<file path="src/rtl/divisor_frecuencia_param.sv">
// Purpose: parametrised clock divider producing a 50% clk_out, a tick pulse and a 7-seg digit scan.
// Latency: all outputs registered; tick/clk_out/digit_sel update the cycle after a terminal count.
// Backpressure: none; div_load is always accepted and acknowledged with div_ack one cycle later.
module divisor_frecuencia_param #(
  parameter int unsigned WIDTH       = 18,
  parameter int unsigned DIV_DEFAULT = 208332,
  parameter int unsigned NUM_DIGITS  = 4,
  parameter int unsigned SEL_W       = 2
) (
  input  logic                  clk,
  input  logic                  reset,
  input  logic                  enable,
  input  logic                  div_load,
  input  logic [WIDTH-1:0]      div_value,
  output logic                  div_ack,
  output logic                  clk_out,
  output logic                  tick,
  output logic [SEL_W-1:0]      digit_sel,
  output logic [NUM_DIGITS-1:0] anodo
);

  localparam logic [WIDTH-1:0]      DIV_RST   = WIDTH'(DIV_DEFAULT);
  localparam logic [SEL_W-1:0]      SEL_LAST  = SEL_W'(NUM_DIGITS - 1);
  localparam logic [NUM_DIGITS-1:0] ANODO_RST = {{(NUM_DIGITS-1){1'b1}}, 1'b0};

  logic [WIDTH-1:0]      cuenta_q, cuenta_d;
  logic [WIDTH-1:0]      div_active_q, div_active_d;
  logic [WIDTH-1:0]      shadow_q, shadow_d;
  logic                  pending_q, pending_d;
  logic                  clk_out_q, clk_out_d;
  logic                  tick_q, tick_d;
  logic                  div_ack_q, div_ack_d;
  logic [SEL_W-1:0]      digit_sel_q, digit_sel_d;
  logic [NUM_DIGITS-1:0] anodo_q, anodo_d;
  logic                  terminal;

  // Next-state: counting, terminal events, divisor reload and the load handshake.
  always_comb begin
    cuenta_d     = cuenta_q;
    div_active_d = div_active_q;
    shadow_d     = shadow_q;
    pending_d    = pending_q;
    clk_out_d    = clk_out_q;
    tick_d       = 1'b0;
    digit_sel_d  = digit_sel_q;
    div_ack_d    = div_load;
    terminal     = (cuenta_q == div_active_q);

    if (enable) begin
      if (terminal) begin
        cuenta_d    = '0;
        clk_out_d   = ~clk_out_q;
        tick_d      = 1'b1;
        digit_sel_d = (digit_sel_q == SEL_LAST) ? '0 : digit_sel_q + SEL_W'(1);
        // A pending divisor only takes effect here, at a period boundary.
        if (pending_q) begin
          div_active_d = shadow_q;
          pending_d    = 1'b0;
        end
      end else begin
        cuenta_d = cuenta_q + WIDTH'(1);
      end
    end else if (pending_q) begin
      // Frozen: no period is running, so the new divisor can apply at once.
      div_active_d = shadow_q;
      cuenta_d     = '0;
      pending_d    = 1'b0;
    end

    // A load arriving now overrides any clear above; it is applied at a later boundary.
    if (div_load) begin
      shadow_d  = div_value;
      pending_d = 1'b1;
    end

    for (int i = 0; i < int'(NUM_DIGITS); i++) begin
      anodo_d[i] = (digit_sel_d != SEL_W'(i));
    end
  end

  // State register with synchronous reset taking priority over everything.
  always_ff @(posedge clk) begin
    if (reset) begin
      cuenta_q     <= '0;
      div_active_q <= DIV_RST;
      shadow_q     <= DIV_RST;
      pending_q    <= 1'b0;
      clk_out_q    <= 1'b0;
      tick_q       <= 1'b0;
      div_ack_q    <= 1'b0;
      digit_sel_q  <= '0;
      anodo_q      <= ANODO_RST;
    end else begin
      cuenta_q     <= cuenta_d;
      div_active_q <= div_active_d;
      shadow_q     <= shadow_d;
      pending_q    <= pending_d;
      clk_out_q    <= clk_out_d;
      tick_q       <= tick_d;
      div_ack_q    <= div_ack_d;
      digit_sel_q  <= digit_sel_d;
      anodo_q      <= anodo_d;
    end
  end

  assign div_ack   = div_ack_q;
  assign clk_out   = clk_out_q;
  assign tick      = tick_q;
  assign digit_sel = digit_sel_q;
  assign anodo     = anodo_q;

endmodule

</file>
<file path="config.mk">
export PLATFORM = sky130hd
export DESIGN_NAME = divisor_frecuencia_param
export DESIGN_NICKNAME = d
export VERILOG_FILES = /design/src/rtl/divisor_frecuencia_param.sv
export SDC_FILE = /design/constraint.sdc
export NUM_CORES = 1
export LEC_CHECK = 0
export CAP_MARGIN = 25
export CORE_AREA = 2 2 84 70
export DETAILED_ROUTE_END_ITERATION = 6
export DIE_AREA = 0 0 86 72
export HOLD_SLACK_MARGIN = 0.08
export PLACE_DENSITY = 0.81
export SETUP_SLACK_MARGIN = 0.3
export SLEW_MARGIN = 40
export SYNTH_ARGS = -nofsm -noshare
export SYNTH_HDL_FRONTEND = slang
export SYNTH_SLANG_ARGS = --single-unit
</file>
<file path="constraint.sdc">
create_clock -name clk -period 3.5 [get_ports clk]
set_clock_uncertainty 0.15 [all_clocks]
set_input_delay 0.7 -clock clk [delete_from_list [all_inputs] [get_ports clk]]
set_output_delay 0.7 -clock clk [all_outputs]
set_load 0.05 [all_outputs]
</file>
==> results of run 1 <==
==> area by class of cell <==
| cell class | instances | share of cell area |
|---|---|---|
| Clock inverter | 2 | 0.0178 |
| Inverter | 4 | 0.00444 |
| Timing Repair Buffer | 32 | 0.0925 |
| Clock buffer | 13 | 0.0529 |
| Tap cell | 65 | 0.0240 |
| Sequential cell | 64 | 0.379 |
| Multi-Input combinational cell | 222 | 0.430 |
==> stage by stage <==
| stage | worst slack (ns) | std cells | hold slack [ns] | power, mW | util |
|---|---|---|---|---|---|
| after floorplan | 1.67 | 307 | 0.301 | 0.856 | - |
| after global placement | 0.768 | 387 | 0.313 | 0.889 | 0.591 |
| after detailed placement | 0.687 | 387 | 0.319 | 0.892 | 0.592 |
| after CTS | 0.922 | 402 | 0.329 | 1.63 | 0.637 |
| after global routing | 0.848 | 402 | 0.346 | 1.68 | 0.637 |
| final | 0.930 | 402 | 0.323 | 1.62 | 0.637 |
==> path summary, 6_finish.rpt <==
check                                   from               to  slack (ns)  cells past startpoint
worst max register to register   cuenta_q[1]      cuenta_q[5]        1.01                      6
worst max-delay path            digit_sel[0]     digit_sel[0]        0.93                      1
worst min register to register   shadow_q[5]  div_active_q[5]        0.32                      2
worst min-delay path             shadow_q[5]  div_active_q[5]        0.32                      2
==> cells by family after synthesis <==
kind of cell / after synthesis
adders and majority gates: 2
xor gates and xnor gates: 30
AOI/OAI and AO/OA: 29
and+or+nand+nor: 131
buffers and inverters: 21
DFF: 64
muxes: 30
==> registers in the layout, indices dropped and copies added, names as in the netlist <==
name / count
shadow_q: 18
clk_out: 1
div_ack: 1
digit_sel: 2
cuenta_q: 18
tick: 1
pending_q: 1
div_active_q: 18
anodo: 4
==> synth_stat cells <==
master and number:
xnor2_1 18, nand2_2 1, nor3_2 2, dfxtp_1 64, nand2b_1 20, a21boi_0 1
nand3b_1 1, or3_1 2, nor4_1 1, and3_1 1, clkbuf_1 11, mux2_2 1
buf_12 1, inv_1 4, a21oi_1 7, and4_1 1, nand2_1 11, nor2b_1 12
a32oi_1 1, a21oi_2 1, o31a_1 1, buf_2 2, ha_1 2, nand4b_1 1
a21o_1 1, mux2i_1 29, and2_1 1, a31oi_1 2, o21ai_0 3, nand3_1 8
nand4_1 10, xor2_1 12, nor3_1 5, a211o_1 10, buf_6 3, a211oi_1 1
a21boi_2 1, nor2_1 54
==> power by group through the flow <==
stage / logic, mW / registers (mW) / clock network, mW
global placement: 0.108 / 0.781 / 0
global route: 0.123 / 0.767 / 0.787
finish: 0.110 / 0.765 / 0.744
floorplan: 0.0769 / 0.779 / 0
CTS: 0.111 / 0.765 / 0.756
detailed placement: 0.110 / 0.781 / 0
==> layer usage <==
| layer | share of wire | routed length (um) | vias to the layer above |
|---|---|---|---|
| met5 | 0 | 0 | - |
| met4 | 0.012 | 65 | 0 |
| met3 | 0.049 | 271 | 8 |
| met2 | 0.43 | 2360 | 59 |
| met1 | 0.51 | 2790 | 980 |
| li1 | - | - | 1095 |
==> flow_metrics.tcl, run 1 <==
set metrics [dict create \
    status "finished clean" \
    synth_top_family_by_area "simple AND/OR/NAND/NOR gates" \
    drc 0 \
    grt_pass1_wl_mm 9.37 \
    synth_xor_xnor_area_share 0.0920 \
    cts_post_setup_buffers_inserted 0 \
    p_seq_frac 0.473 \
    ios 31 \
    critical_path.max_stage_delay_ns 0.87 \
    tns_ns 0 \
    critPathArrivalTime_ns 1.72 \
    ant_nets 0 \
    ys_ff_latch 64 \
    routedWlPerCell_um 13.7 \
    nFillCells 464 \
    cp_cell_sequence "clkdlybuf4s50_1" \
    start_kind "register" \
    clock-sinks 64 \
    yosysUniqueCellTypes 38 \
    hold_class "reg -> reg" \
    synth_top_area_cell "dfxtp_1" \
    tritoncts "yes" \
    crit_slowest_cell "clkdlybuf4s50_1" \
    stdcell_area_mm2 0.00338 \
    grt_usage 0.197 \
    drt_iter0_markers 146 \
    busiest_layer "met2" \
    syn_avg_cell_area_um2 9.30 \
    crit_family "buffers and inverters" \
    switching_share 0.206 \
    combPwrFrac 0.068 \
    dpl-instance-area_mm2 0.00314 \
    p_sw_uw 334 \
    routed_via_density 5.33 \
    use_met1 0.274 \
    diodes 0 \
    grt_pass1_vias 1992 \
    synth_area_leaders "dfxtp_1 (45%), mux2i_1 (10%), nor2_1 (7.1%), xnor2_1 (5.5%), nand2b_1 (4.4%)" \
    path_clk_slew_ns 0.07 \
    vias 2142 \
    coreArea_mm2 0.00532 \
    drive_gt1_frac 0.0712 \
    regArea_mm2 0.00128 \
    crit_path_end_kind "output port" \
    grt_max_degree 67 \
    synth_area_mm2 0.00286 \
    drt-total-wl_mm 5.49 \
    grtUsageMet2 0.280 \
    overflow 0 \
    slew_violations 0 \
    die_area_mm2 0.00619 \
    area_delta_synth_final_pct 18.5 \
    yosys_warnings 0 \
    peakVddDrop_uv 297 \
    slew-limit-headroom 0.629 \
    powerDensity_mw_per_mm2 479 \
    first_pass_iters 4 \
    dpl.hpwl_mm 3.83 \
    multiInputGateArea_mm2 0.00145 \
    yosysSeqAreaShare 0.449 \
    num_rows 24 \
    min_period_over_period 0.734 \
    syn_nets 331 \
    rsz0062_at_grt "no" \
    muxShareOfSynthArea 0.106 \
    hold_viol_final 0 \
    place.gp.congestion 0.929 \
    max_freq_mhz 389 \
    setup_viol 0 \
    use_met3 0.0603 \
    die_y_um 72 \
    cts_root_buffer "clkbuf_8" \
    post-route-min-period_ns 2.57 \
    htree_num_levels 3 \
    yosys.area_share.adder 0.00876 \
    path_class "reg -> out" \
    p_leak_nw 1.23 \
    synth-compound-area-share 0.0736 \
    crit_required_ns 2.65 \
    synth-simple-area-share 0.229 \
    ctsHoldBuffers 0 \
    critPathMaxFanout 9 \
    fin_nets 357 \
    cts_buffers 9 \
    syn_inst 307 \
    start_util 0.537 \
    clkPwrFrac 0.459 \
    insertion_delay_ns 0.34 \
    critical_path_buf_inv_count 1 \
    synth_top_area_frac 0.449 \
    p_int_mw 1.29 \
    antenna_found_initial 0 \
    worstMarginPinSlew_ns 0.557 \
    max_cap_viol_count 0 \
    final_common_cell "dfxtp_1" \
    clock_path_buffers 2 \
    most-common-layout-cells "dfxtp_1 (64), nor2_1 (54), mux2i_1 (29), clkdlybuf4s50_1 (29), nand2b_1 (20)" \
    io_buffers 30 \
    cts.repair.resized 0 \
    die_x_um 86 \
]
Note: power is estimated with default switching activity, not from simulation.
==> run 2, diff against run 1 <==
==> constraint.sdc (replaced) <==
create_clock -name clk -period 2.65 [get_ports clk]
set_clock_uncertainty 0.15 [all_clocks]
set_input_delay 0.53 -clock clk [delete_from_list [all_inputs] [get_ports clk]]
set_output_delay 0.53 -clock clk [all_outputs]
set_load 0.05 [all_outputs]
==> run 2 against run 1 <==
  * Worst setup slack got worse by 0.53 ns
  * Utilization decreased by 1.4 points
  * Cell count increased by 0.50%
  * Combinational power increased by 33%
  * Sequential share of layout area increased by 0.87 points
  * Count of clock-buffer cells in the layout increased by 1
  * Critical endpoint is now digit_sel[1]
  * Critical path type unchanged
  * Clock power decreased by 11%
  * Non-clock buffer count increased by 2
==> flow_metrics.tcl, run 2 (same netlist as run 1, synthesis figures left out) <==
set metrics [dict create \
    status "finished clean" \
    crit_slowest_cell "clkdlybuf4s50_1" \
    tritoncts "yes" \
    critical_path_depth 1 \
    clkPwrFrac 0.364 \
    routedWlPerCell_um 13.2 \
    grt_pass1_vias 2012 \
    most-common-layout-cells "dfxtp_1 (64), nor2_1 (54), mux2i_1 (29)" \
    setup.reg_to_reg.worst_slack_ns 0.52 \
    p_sw_uw 414 \
    layout_setup_ws_ns 0.401 \
    p_leak_nw 1.20 \
    ios 31 \
    switching_share 0.228 \
    drt-total-wl_mm 5.33 \
    max_cap_viol_count 0 \
    dp_cells 389 \
    insertion_delay_ns 0.34 \
    place_ws_ns 0.326 \
    max_freq_mhz 445 \
    coreArea_mm2 0.00532 \
    hold_class "reg -> reg" \
    clock_path_buffers 2 \
    final_common_cell "dfxtp_1" \
    antenna_found_initial 0 \
    critical_path_buf_inv_count 1 \
    cts_root_buffer "clkbuf_8" \
    rr_startpoint "cuenta_q[8]" \
    ant_nets 0 \
    critPathArrivalTime_ns 1.57 \
    overflow 0 \
    slew-limit-headroom 0.662 \
    hold_viol_final 0 \
    reg.largest.list "cuenta_q (18), div_active_q (18), shadow_q (18)" \
    cp_cell_sequence "clkdlybuf4s50_1" \
    p_seq_frac 0.556 \
    critPathMaxFanout 5 \
    drc 0 \
    clock-sinks 64 \
    routed_via_density 5.30 \
    drt-met1-wl_mm 2.72 \
    fin_nets 359 \
    combPwrFrac 0.080 \
    path_clk_slew_ns 0.06 \
    area_delta_synth_final_pct 15.8 \
    postLayoutCoreUtil 0.622 \
    drt_iter0_markers 128 \
    dpl.hpwl_mm 3.75 \
    peakVddDrop_uv 377 \
    route.met3.wl_um 291 \
    vias 2140 \
    crit_family "buffers and inverters" \
    path_class "reg -> out" \
    slew_violations 0 \
    setup_viol 0 \
    drive_gt1_frac 0.0619 \
    diodes 0 \
    powerDensity_mw_per_mm2 550 \
    crit_path_end_kind "output port" \
    first_pass_iters 4 \
    post-route-min-period_ns 2.25 \
    die_area_mm2 0.00619 \
    htree_num_levels 3 \
    grt_pass1_wl_mm 9.21 \
    worstMarginPinSlew_ns 0.505 \
    grt_max_degree 56 \
    start_kind "register" \
    die_x_um 86 \
    critical_path.max_stage_delay_ns 0.83 \
    start_util 0.537 \
    rsz0062_at_grt "no" \
    cp-startpoint "digit_sel[1]" \
    stdcell_count 404 \
    place.gp.congestion 0.913 \
    min_delay_path_depth 2 \
    grt_usage 0.195 \
    top_layer "met4" \
    crit_required_ns 1.97 \
    die_y_um 72 \
    min-delay-start "shadow_q[5]" \
    num_rows 24 \
    min_period_over_period 0.849 \
    wl_met2_mm 2.23 \
    io_buffers 30 \
    p_int_mw 1.41 \
    hold_path_end "div_active_q[5]" \
    whs_ns 0.319 \
    ff2ff_path_depth 7 \
    timing.rr.end "cuenta_q[6]" \
    cts_buffers 9 \
    tns_ns 0 \
]
## run 2: changes by cell type in the layout (fill, tap and decap cells not counted), sizes merged
cell | previous run | this run
buf | 3 | 5
clkdlybuf4s50 | 29 | 28
bufinv | 2 | 0
clkbuf | 13 | 14
clkinv | 0 | 1
dlygate4sd2 | 0 | 1
## run 2: worst max-delay path by stage
stage / end / slack (ns)
after floorplan: div_active_q[10] / 0.82
final: digit_sel[1] / 0.40
after CTS: digit_sel[1] / 0.38
after global placement: cuenta_q[12] / 0.38
after global routing: digit_sel[1] / 0.33
after detailed placement: cuenta_q[12] / 0.33
## run 2: timing repair
action | CTS | global route
hold buffers | 0 | 0
setup endpoints to repair | 1 | 18
setup buffers | 0 | 0
resized for setup | 1 | 1
endpoints found under the hold margin | 0 | 0
## run 2: per-stage QoR
step / area, um2 / power [mW]
floorplan: 2860 / 1.13
global placement: 3160 / 1.18
detailed placement: 3160 / 1.18
CTS: 3300 / 1.84
global route: 3310 / 1.90
finish: 3310 / 1.82
## run 2: layout make-up
type / count / area, um2
Tap cell: 65 / 81.3
Fill cell: 465 / 2010
Inverter: 4 / 15.0
Multi-Input combinational cell: 222 / 1450
Clock buffer: 14 / 143
Sequential cell: 64 / 1280
Timing Repair Buffer: 34 / 328
Clock inverter: 1 / 5.00
## run 2: power by group through the flow
stage | Sequential (mW) | Clock (mW) | Combinational (mW)
after floorplan | 1.03 | 0 | 0.102
after global placement | 1.03 | 0 | 0.144
after detailed placement | 1.03 | 0 | 0.146
after CTS | 1.01 | 0.684 | 0.146
after global routing | 1.01 | 0.727 | 0.162
final | 1.01 | 0.663 | 0.146
## run 2: per-layer routing
layer,up-vias,track usage
met5,-,0
met4,0,0.0758
met3,10,0.0694
met2,54,0.294
met1,983,0.257
li1,1093,-
